`config.mk`:
```
export PLATFORM = sky130hd
export DESIGN_NAME = framebuffer_writer
export DESIGN_NICKNAME = d
export VERILOG_FILES = /design/src/rtl/framebuffer_writer.sv
export SDC_FILE = /design/constraint.sdc
export NUM_CORES = 1
export LEC_CHECK = 0
export ABC_AREA = 1
export CAP_MARGIN = 20
export CORE_UTILIZATION = 45
export CTS_CLUSTER_SIZE = 8
export DETAILED_ROUTE_END_ITERATION = 7
export PLACE_DENSITY = 0.67
export SYNTH_ARGS = -nofsm -noshare
export SYNTH_HDL_FRONTEND = slang
export SYNTH_SLANG_ARGS = --single-unit
```
`constraint.sdc`:
```
create_clock -name clk_in -period 2.5 [get_ports clk_in]
set_input_delay 0.25 -clock clk_in [delete_from_list [all_inputs] [get_ports clk_in]]
set_output_delay 0.25 -clock clk_in [all_outputs]
set_load 0.05 [all_outputs]
```
`src/rtl/framebuffer_writer.sv`:
```
// UART byte-stream decoder driving framebuffer port A: 'L' frame loads and 'P' single-byte pokes.
// Optional inter-byte timeout compiled in with `define FB_WRITER_TIMEOUT_EN.
module framebuffer_writer #(
  parameter int unsigned TIMEOUT_WIDTH  = 16,
  parameter int unsigned TIMEOUT_CYCLES = 16'd65535
) (
  input  logic        clk_in,
  input  logic        reset,
  input  logic [7:0]  rx_data,
  input  logic        rx_strobe,
  output logic [7:0]  ram_data_out,
  output logic [11:0] ram_address,
  output logic        ram_clk_enable,
  output logic        ram_write_enable,
  output logic        busy,
  output logic        frame_done,
  output logic        error
);

  localparam logic [7:0]  CMD_LOAD  = 8'h4C;
  localparam logic [7:0]  CMD_POKE  = 8'h50;
  localparam logic [11:0] LAST_ADDR = 12'hFFF;

  typedef enum logic [2:0] {
    S_IDLE,
    S_LOAD,
    S_ADDR_HI,
    S_ADDR_LO,
    S_DATA
  } state_t;

  state_t      state;
  logic [11:0] byte_cnt;
  logic [3:0]  addr_hi;
  logic [7:0]  addr_lo;

  if (TIMEOUT_WIDTH == 0 || TIMEOUT_WIDTH > 32 ||
      (TIMEOUT_WIDTH < 32 && (TIMEOUT_CYCLES >> TIMEOUT_WIDTH) != 0)) begin : g_bad_timeout_cfg
    $error("framebuffer_writer: TIMEOUT_CYCLES does not fit in TIMEOUT_WIDTH");
  end

`ifdef FB_WRITER_TIMEOUT_EN
  localparam logic [TIMEOUT_WIDTH-1:0] TMO_RELOAD = TIMEOUT_WIDTH'(TIMEOUT_CYCLES);
  logic [TIMEOUT_WIDTH-1:0] tmo_cnt;
`endif

  // busy decodes the state register directly, so it follows the strobe by one cycle
  assign busy = (state != S_IDLE);

  always_ff @(posedge clk_in or negedge reset) begin
    if (!reset) begin
      state            <= S_IDLE;
      byte_cnt         <= '0;
      addr_hi          <= '0;
      addr_lo          <= '0;
      ram_data_out     <= '0;
      ram_address      <= '0;
      ram_clk_enable   <= 1'b0;
      ram_write_enable <= 1'b0;
      frame_done       <= 1'b0;
      error            <= 1'b0;
`ifdef FB_WRITER_TIMEOUT_EN
      tmo_cnt          <= '0;
`endif
    end else begin
      ram_clk_enable   <= 1'b0;
      ram_write_enable <= 1'b0;
      frame_done       <= 1'b0;
      error            <= 1'b0;
      if (rx_strobe) begin
`ifdef FB_WRITER_TIMEOUT_EN
        tmo_cnt <= TMO_RELOAD;
`endif
        case (state)
          S_IDLE: begin
            if (rx_data == CMD_LOAD) begin
              state    <= S_LOAD;
              byte_cnt <= '0;
            end else if (rx_data == CMD_POKE) begin
              state <= S_ADDR_HI;
            end else begin
              error <= 1'b1;
            end
          end
          S_LOAD: begin
            ram_clk_enable   <= 1'b1;
            ram_write_enable <= 1'b1;
            ram_address      <= byte_cnt;
            ram_data_out     <= rx_data;
            byte_cnt         <= byte_cnt + 12'd1;
            if (byte_cnt == LAST_ADDR) begin
              frame_done <= 1'b1;
              state      <= S_IDLE;
            end
          end
          S_ADDR_HI: begin
            // Only 4 address bits exist above bit 7; a nonzero upper nibble is a framing error
            if (rx_data[7:4] == 4'h0) begin
              addr_hi <= rx_data[3:0];
              state   <= S_ADDR_LO;
            end else begin
              error <= 1'b1;
              state <= S_IDLE;
            end
          end
          S_ADDR_LO: begin
            addr_lo <= rx_data;
            state   <= S_DATA;
          end
          S_DATA: begin
            ram_clk_enable   <= 1'b1;
            ram_write_enable <= 1'b1;
            ram_address      <= {addr_hi, addr_lo};
            ram_data_out     <= rx_data;
            state            <= S_IDLE;
          end
          default: state <= S_IDLE;
        endcase
      end
`ifdef FB_WRITER_TIMEOUT_EN
      // A strobe on the expiry cycle takes the branch above, so the byte wins over the timeout
      else if (state != S_IDLE) begin
        if (tmo_cnt == '0) begin
          error <= 1'b1;
          state <= S_IDLE;
        end else begin
          tmo_cnt <= tmo_cnt - 1'b1;
        end
      end
`endif
    end
  end

endmodule

```
# Word-level counts from Yosys, hierarchy flattened
# Index checks and enable logic that the tools add are counted.
dict set report word_totals {
  ff_bits 50
  in_bits 11
  out_inout_bits 25
  word_cells 50
}
dict set report op_classes {
  addsub 1
  n_eq_ne 10
  n_mux 18
  n_reduce_logical 12
}
# cell count
set ops {}
lappend ops {{$pmux W12 S2} 2}
lappend ops {{$eq A8 B7 Y1 const B} 2}
lappend ops {{$add A12 B1 Y12 const B} 1}
lappend ops {{$eq A12 B12 Y1 const B} 1}
lappend ops {{$mux W12} 1}
lappend ops {{$pmux W3 S4} 1}
lappend ops {{$mux W1} 9}
lappend ops {{$mux W3} 3}
lappend ops {{$reduce_and A3 Y1} 3}
lappend ops {{$eq A3 B2 Y1 const B} 2}
lappend ops {{$reduce_and A2 Y1} 3}
lappend ops {{$logic_not A4 Y1} 1}
lappend ops {{$ne A2 B2 Y1 const B} 2}
lappend ops {{$reduce_bool A2 Y1} 2}
lappend ops {{$eq A3 B1 Y1 const B} 1}
lappend ops {{$eq A3 B3 Y1 const B} 1}
lappend ops {{$logic_not A3 Y1} 1}
lappend ops {{$ne A3 B3 Y1 const B} 1}
lappend ops {{$reduce_bool A3 Y1} 1}
lappend ops {{$mux W2} 1}
lappend ops {{$pmux W1 S2} 1}
lappend ops {{$reduce_or A2 Y1} 1}

# Depth between registers and ports, before layout
dict set report logic_depth {
  depth_word 5
  mapped_depth 9
  mapped_depth_nobuf 9
}

# Worst setup path before layout
# Ideal clock, no wire load.
dict set report synth_path {
  kind {register to register}
  startpoint {reg state[1]}
  endpoint {reg byte_cnt[9]}
  setup_ns 0.125
  t_arrival_ns 1.403
  t_required_ns 2.375
  path_slack_ns 0.972
  path_stages_with_launch 10
  path_buffers 1
  synth_period_minus_slack_ns 1.528
  path_cell_list {dfrtp_1 nor2_4 nand2_2 inv_2 nand3_1 nand2_1 nand2_2 buf_6 nand2_1 o21ai_1}
}
dict set report synth_between {
  elab_chain_len 3
  word_cells_on_any_way 6
  cone_classes {eq/ne (2); mux (1); reduce/logical (3)}
}
# element line
set synth_rtl {}
lappend synth_rtl {{start: declaration} 32} ;# state_t state;
lappend synth_rtl {{start signal: assignment} 52} ;# state <= S_IDLE;
lappend synth_rtl {{start signal: assignment} 77} ;# state <= S_LOAD;
lappend synth_rtl {{start signal: assignment} 80} ;# state <= S_ADDR_HI;
lappend synth_rtl {{$eq A3 B1 Y1 or $logic_not A3 Y1 (tied branches)} 74} ;# case (state)
lappend synth_rtl {{$reduce_bool A2 Y1 (no source line) or $ne A2 B2 Y1 (tied branches)} --}
lappend synth_rtl {{$reduce_and A3 Y1 (no source line)} --}
lappend synth_rtl {{end signal: assignment} 90} ;# byte_cnt <= byte_cnt + 12'd1;
lappend synth_rtl {{end: declaration} 33} ;# logic [11:0] byte_cnt;
# Parallel ways exist; a longest one is shown, timed or not.
# A chain may end at the register's enable or synchronous reset.

# Final worst setup path
dict set report layout_path {
  startpoint {reg state[2]}
  endpoint {out busy}
}
dict set report layout_between {
  elab_chain_len 1
}
# element line
set layout_rtl {}
lappend layout_rtl {{$reduce_bool A3 Y1} 48} ;# assign busy = (state != S_IDLE);
lappend layout_rtl {{end: declaration} 15} ;# output logic busy,
# No other way between the ends.

==> report_table.html <==
<table>
<tr><th>Metric</th><th>Value</th></tr>
<tr><th colspan="2">GRT</th></tr>
<tr><td>Pin count of the biggest net entering global routing</td><td>30</td></tr>
<tr><td>Number of global-route vias before repair</td><td>about 1800</td></tr>
<tr><td>Most crowded layer after global routing</td><td>met2</td></tr>
<tr><td>GR Util met1</td><td>around 30%</td></tr>
<tr><td>GR Layer Usage met2</td><td>31.2%</td></tr>
<tr><td>Met3 routing resource usage after global routing</td><td>4.42%</td></tr>
<tr><td>Global Route Usage Sum</td><td>20.4%</td></tr>
<tr><td>Total global routing overflow</td><td>0</td></tr>
<tr><td>Number of antenna violations at the first check in global routing</td><td>0</td></tr>
<tr><td>Global-route wire length before repair</td><td>8500 um</td></tr>
<tr><th colspan="2">Die</th></tr>
<tr><td>Die Footprint</td><td>5610 sq um</td></tr>
<tr><td>Die width</td><td>around 75 um</td></tr>
<tr><td>Vertical extent of the die</td><td>between 70 and 80 um</td></tr>
<tr><td>Row cnt</td><td>26</td></tr>
<tr><td>Core Region</td><td>5110 sq um</td></tr>
<tr><td>Number of placed I/O pins</td><td>36</td></tr>
<tr><td>Starting density of the core</td><td>46.8%</td></tr>
<tr><th colspan="2">Placement</th></tr>
<tr><td>Instance area after placement</td><td>2790 sq um</td></tr>
<tr><td>Number of instances in the placed design</td><td>394</td></tr>
<tr><td>Placer's final routability congestion estimate</td><td>0.856</td></tr>
<tr><td>Place WS</td><td>0.551 ns</td></tr>
<tr><td>Final HPWL DP</td><td>3800 um</td></tr>
<tr><td>PortBufs</td><td>35</td></tr>
<tr><th colspan="2">Clocking</th></tr>
<tr><td>Buffer type at the clock tree root</td><td>sky130_fd_sc_hd__clkbuf_8</td></tr>
<tr><td>Clock latency of the later-clocked register in the worst-skew pair</td><td>0.30 ns</td></tr>
<tr><td>Number of clock buffers inserted by TritonCTS</td><td>5</td></tr>
<tr><td>CTS clk-pin slew, worst paths</td><td>roughly 0.09 ns</td></tr>
<tr><td>Number of H-tree branching levels</td><td>2</td></tr>
<tr><td>Clock sink count</td><td>50</td></tr>
<tr><td>Clock tree from TritonCTS</td><td>done</td></tr>
<tr><td>Number of buffers inserted by post-CTS setup repair</td><td>0</td></tr>
<tr><td>Max Buffers Root-to-Sink</td><td>2</td></tr>
<tr><th colspan="2">Synth</th></tr>
<tr><td>Syn Std Cell Area</td><td>2390 sq um</td></tr>
<tr><td>Async set-reset flop share out of synthesis</td><td>100%</td></tr>
<tr><td>Most instantiated cells after synthesis</td><td>sky130_fd_sc_hd__nand2_1 (79), sky130_fd_sc_hd__dfrtp_1 (50), sky130_fd_sc_hd__nor2_1 (44), sky130_fd_sc_hd__nand3_1 (31), sky130_fd_sc_hd__inv_1 (15)</td></tr>
<tr><td>Synth Net Count</td><td>between 300 and 400</td></tr>
<tr><td>Cell with the most instances after synthesis</td><td>sky130_fd_sc_hd__nand2_1</td></tr>
<tr><td>Library cells used by synthesis</td><td>26</td></tr>
<tr><td>EDFF count, synth</td><td>0</td></tr>
<tr><td>Count of state elements after synthesis</td><td>50</td></tr>
<tr><td>Number of warning messages in the yosys log</td><td>0</td></tr>
<tr><td>Synthesized area per cell</td><td>8.07 sq um</td></tr>
<tr><td>Primary FF master, synth</td><td>sky130_fd_sc_hd__dfrtp_1</td></tr>
<tr><td>Top cell type by total area after synthesis</td><td>sky130_fd_sc_hd__dfrtp_1</td></tr>
<tr><td>Area share of the largest cell type after synthesis</td><td>between 50% and 60%</td></tr>
<tr><td>Cells taking the most area after synthesis</td><td>sky130_fd_sc_hd__dfrtp_1 (52%), sky130_fd_sc_hd__nand2_1 (12%), sky130_fd_sc_hd__nor2_1 (6.9%)</td></tr>
<tr><td>Sequential-to-total area share from yosys stat</td><td>52.4%</td></tr>
<tr><td>Cells after Synth</td><td>296</td></tr>
<tr><th colspan="2">Final layout</th></tr>
<tr><td>Area added between synthesis and finish</td><td>22.4%</td></tr>
<tr><td>Ratio of cells with drive above 1 in the final layout</td><td>7.51%</td></tr>
<tr><td>Non-filler instance count after layout</td><td>403</td></tr>
<tr><td>Fillcell total</td><td>498</td></tr>
<tr><td>Layout net count</td><td>between 300 and 400</td></tr>
<tr><td>Summed area of non-filler cells in the final layout</td><td>~2900 sq um</td></tr>
<tr><td>Number of antenna diodes</td><td>0</td></tr>
<tr><th colspan="2">STA</th></tr>
<tr><td>Aggregate negative setup slack</td><td>0 ns</td></tr>
<tr><td>Max Transition Viols Final</td><td>0</td></tr>
<tr><td>Worst hold margin</td><td>0.432 ns</td></tr>
<tr><td>Final critical path time including I/O delays and setup</td><td>approximately 2.3 ns</td></tr>
<tr><td>Setup WS post-layout</td><td>0.245 ns</td></tr>
<tr><td>Worst setup skew after layout</td><td>0.00383 ns</td></tr>
<tr><td>Final setup violation count</td><td>0</td></tr>
<tr><td>Transition time at the pin with the least slew margin</td><td>0.627 ns</td></tr>
<tr><td>Setup repair after global routing missed its margin</td><td>false</td></tr>
<tr><td>Max-slew headroom at the worst pin</td><td>58.1%</td></tr>
<tr><td>Peak clock frequency supported by timing</td><td>0.443 GHz</td></tr>
<tr><td>Hold violation count in the final report</td><td>0</td></tr>
<tr><td>Final period util</td><td>90.2%</td></tr>
<tr><th colspan="2">Detailed routing</th></tr>
<tr><td>Post-detailed-route DRC marker count</td><td>0</td></tr>
<tr><td>Drt wl/cell</td><td>12.8 um</td></tr>
<tr><td>Initial DRT Pass Iterations</td><td>4</td></tr>
<tr><td>Overall via count from detail_route</td><td>2012</td></tr>
<tr><td>Routed vias/inst</td><td>4.99</td></tr>
<tr><td>Antenna Nets Post-Route</td><td>0</td></tr>
<tr><td>Routed wire length</td><td>5170 um</td></tr>
<tr><td>DR iter-0 viols</td><td>132</td></tr>
<tr><th colspan="2">Run</th></tr>
<tr><td>Number of max-capacitance violations reported</td><td>0</td></tr>
<tr><th colspan="2">Worst setup path</th></tr>
<tr><td>Critical path buffer and inverter count</td><td>2</td></tr>
<tr><td>R2r endpoint</td><td>ram_address[1]</td></tr>
<tr><td>Launching point of the worst reg2reg path</td><td>state[1]</td></tr>
<tr><td>Cell type group with the largest total delay on the critical path</td><td>buffers and inverters</td></tr>
<tr><td>Critical path type</td><td>flip-flop to primary output</td></tr>
<tr><td>Arrival time at the worst endpoint</td><td>2.01 ns</td></tr>
<tr><td>Required time of the critical path</td><td>2.25 ns</td></tr>
<tr><td>Worst stage delay on the critical path</td><td>0.80 ns</td></tr>
<tr><td>Setup crit end kind</td><td>primary output</td></tr>
<tr><td>Critical-path cell with the highest stage delay</td><td>sky130_fd_sc_hd__clkdlybuf4s50_1</td></tr>
<tr><td>R2R depth</td><td>6</td></tr>
<tr><td>Max FO, Critical Path</td><td>15</td></tr>
<tr><td>Cell-by-cell listing of the critical path</td><td>inv_2 -&gt; nand2_2 -&gt; clkdlybuf4s50_1</td></tr>
<tr><td>Reg-to-reg setup timing slack</td><td>0.70 ns</td></tr>
<tr><td>Crit start category</td><td>flip-flop</td></tr>
<tr><th colspan="2">Worst hold path</th></tr>
<tr><td>Class of the most critical hold timing path</td><td>input pin to async pin</td></tr>
<tr><th colspan="2">Pwr</th></tr>
<tr><td>Leak</td><td>1.31 nW</td></tr>
<tr><td>Pwr per Cell Area</td><td>1260 nW/um^2</td></tr>
<tr><td>Peak ir drop on the vdd network</td><td>0.000617 V</td></tr>
<tr><th colspan="2">Status</th></tr>
<tr><td>Outcome</td><td>complete, no violations</td></tr>
</table>
==> final cells by class <==
type	count	area (sq um)	area share, %
well taps	70	87.6	2.99
clock buffers	6	82.6	2.82
multi-input cells	216	996	34.0
inverters	19	71.3	2.44
flip-flops and latches	50	1250	42.8
clock inverters	2	38.8	1.33
repair buffers	40	398	13.6
==> power breakdown <==
part           leakage [nW]  switching [mW]  total [mW]  internal (mW)
combinational         0.612            1.08        1.66          0.578
clock                0.0618           0.277       0.607          0.329
sequential            0.632           0.287        1.43           1.14
total                  1.31            1.65        3.70           2.05
==> stage by stage <==
step	util [%]	total power [mW]
final	57.3	3.70
after global routing	57.3	3.93
after CTS	57.3	3.73
after detailed placement	54.7	3.11
after global placement	54.7	3.09
after floorplan	-	2.55
==> cells in the final DEF (no fill, tap or decap), types with 2 or more instances in the layout <==
cell type,instances
sky130_fd_sc_hd__nand2_1,79
sky130_fd_sc_hd__dfrtp_1,50
sky130_fd_sc_hd__nor2_1,44
sky130_fd_sc_hd__clkdlybuf4s50_1,34
sky130_fd_sc_hd__nand3_1,31
sky130_fd_sc_hd__inv_1,15
sky130_fd_sc_hd__a21oi_1,14
sky130_fd_sc_hd__a31oi_1,12
sky130_fd_sc_hd__o21ai_0,11
sky130_fd_sc_hd__clkbuf_8,6
sky130_fd_sc_hd__o21ai_1,5
sky130_fd_sc_hd__inv_2,4
sky130_fd_sc_hd__nand4_1,4
sky130_fd_sc_hd__nand2_2,3
sky130_fd_sc_hd__buf_4,3
sky130_fd_sc_hd__nor2_2,2
sky130_fd_sc_hd__nand3b_1,2
sky130_fd_sc_hd__o21bai_1,2
==> repair_timing <==
| item | 4_1_cts | 5_1_grt |
|---|---|---|
| resized for setup | 0 | 0 |
| hold endpoints to repair | 20 | 0 |
| hold buffers | 1 | 0 |
==> metal layers <==
metal	share of wire, %	vias up
met2	46	32
met1	50	935
li1	-	1038
met4	1.2	0
met3	3.0	7
met5	0	-
==> cell families (layout without fill, tap and decap cells) <==
kind of cell	Yosys count	after routing	share of synthesized area, %
DFF	50	50	52.4
AOI/OAI and AO/OA	46	46	11.0
adders and majority gates	1	1	0.523
and+or+nand+nor	168	168	29.7
buffers and inverters	30	67	5.97
xor gates and xnor gates	1	1	0.367
==> flip-flops by register name, indices dropped and copies added, names as in the netlist <==
register and flops:
byte_cnt 12, ram_address 12, addr_lo 8, ram_data_out 8, addr_hi 4, state 3
error 1, frame_done 1, ram_write_enable 1
==> worst max path at each step <==
stage,cells after the start,from,slack [ns],to
global route,3,state[2],0.13,busy
CTS,3,state[2],0.22,busy
detailed placement,3,rx_strobe,0.55,addr_lo[5]
finish,3,state[2],0.24,busy
floorplan,9,state[1],0.97,byte_cnt[9]
global placement,3,state[2],0.56,busy
(Power assumes the default switching activity.)
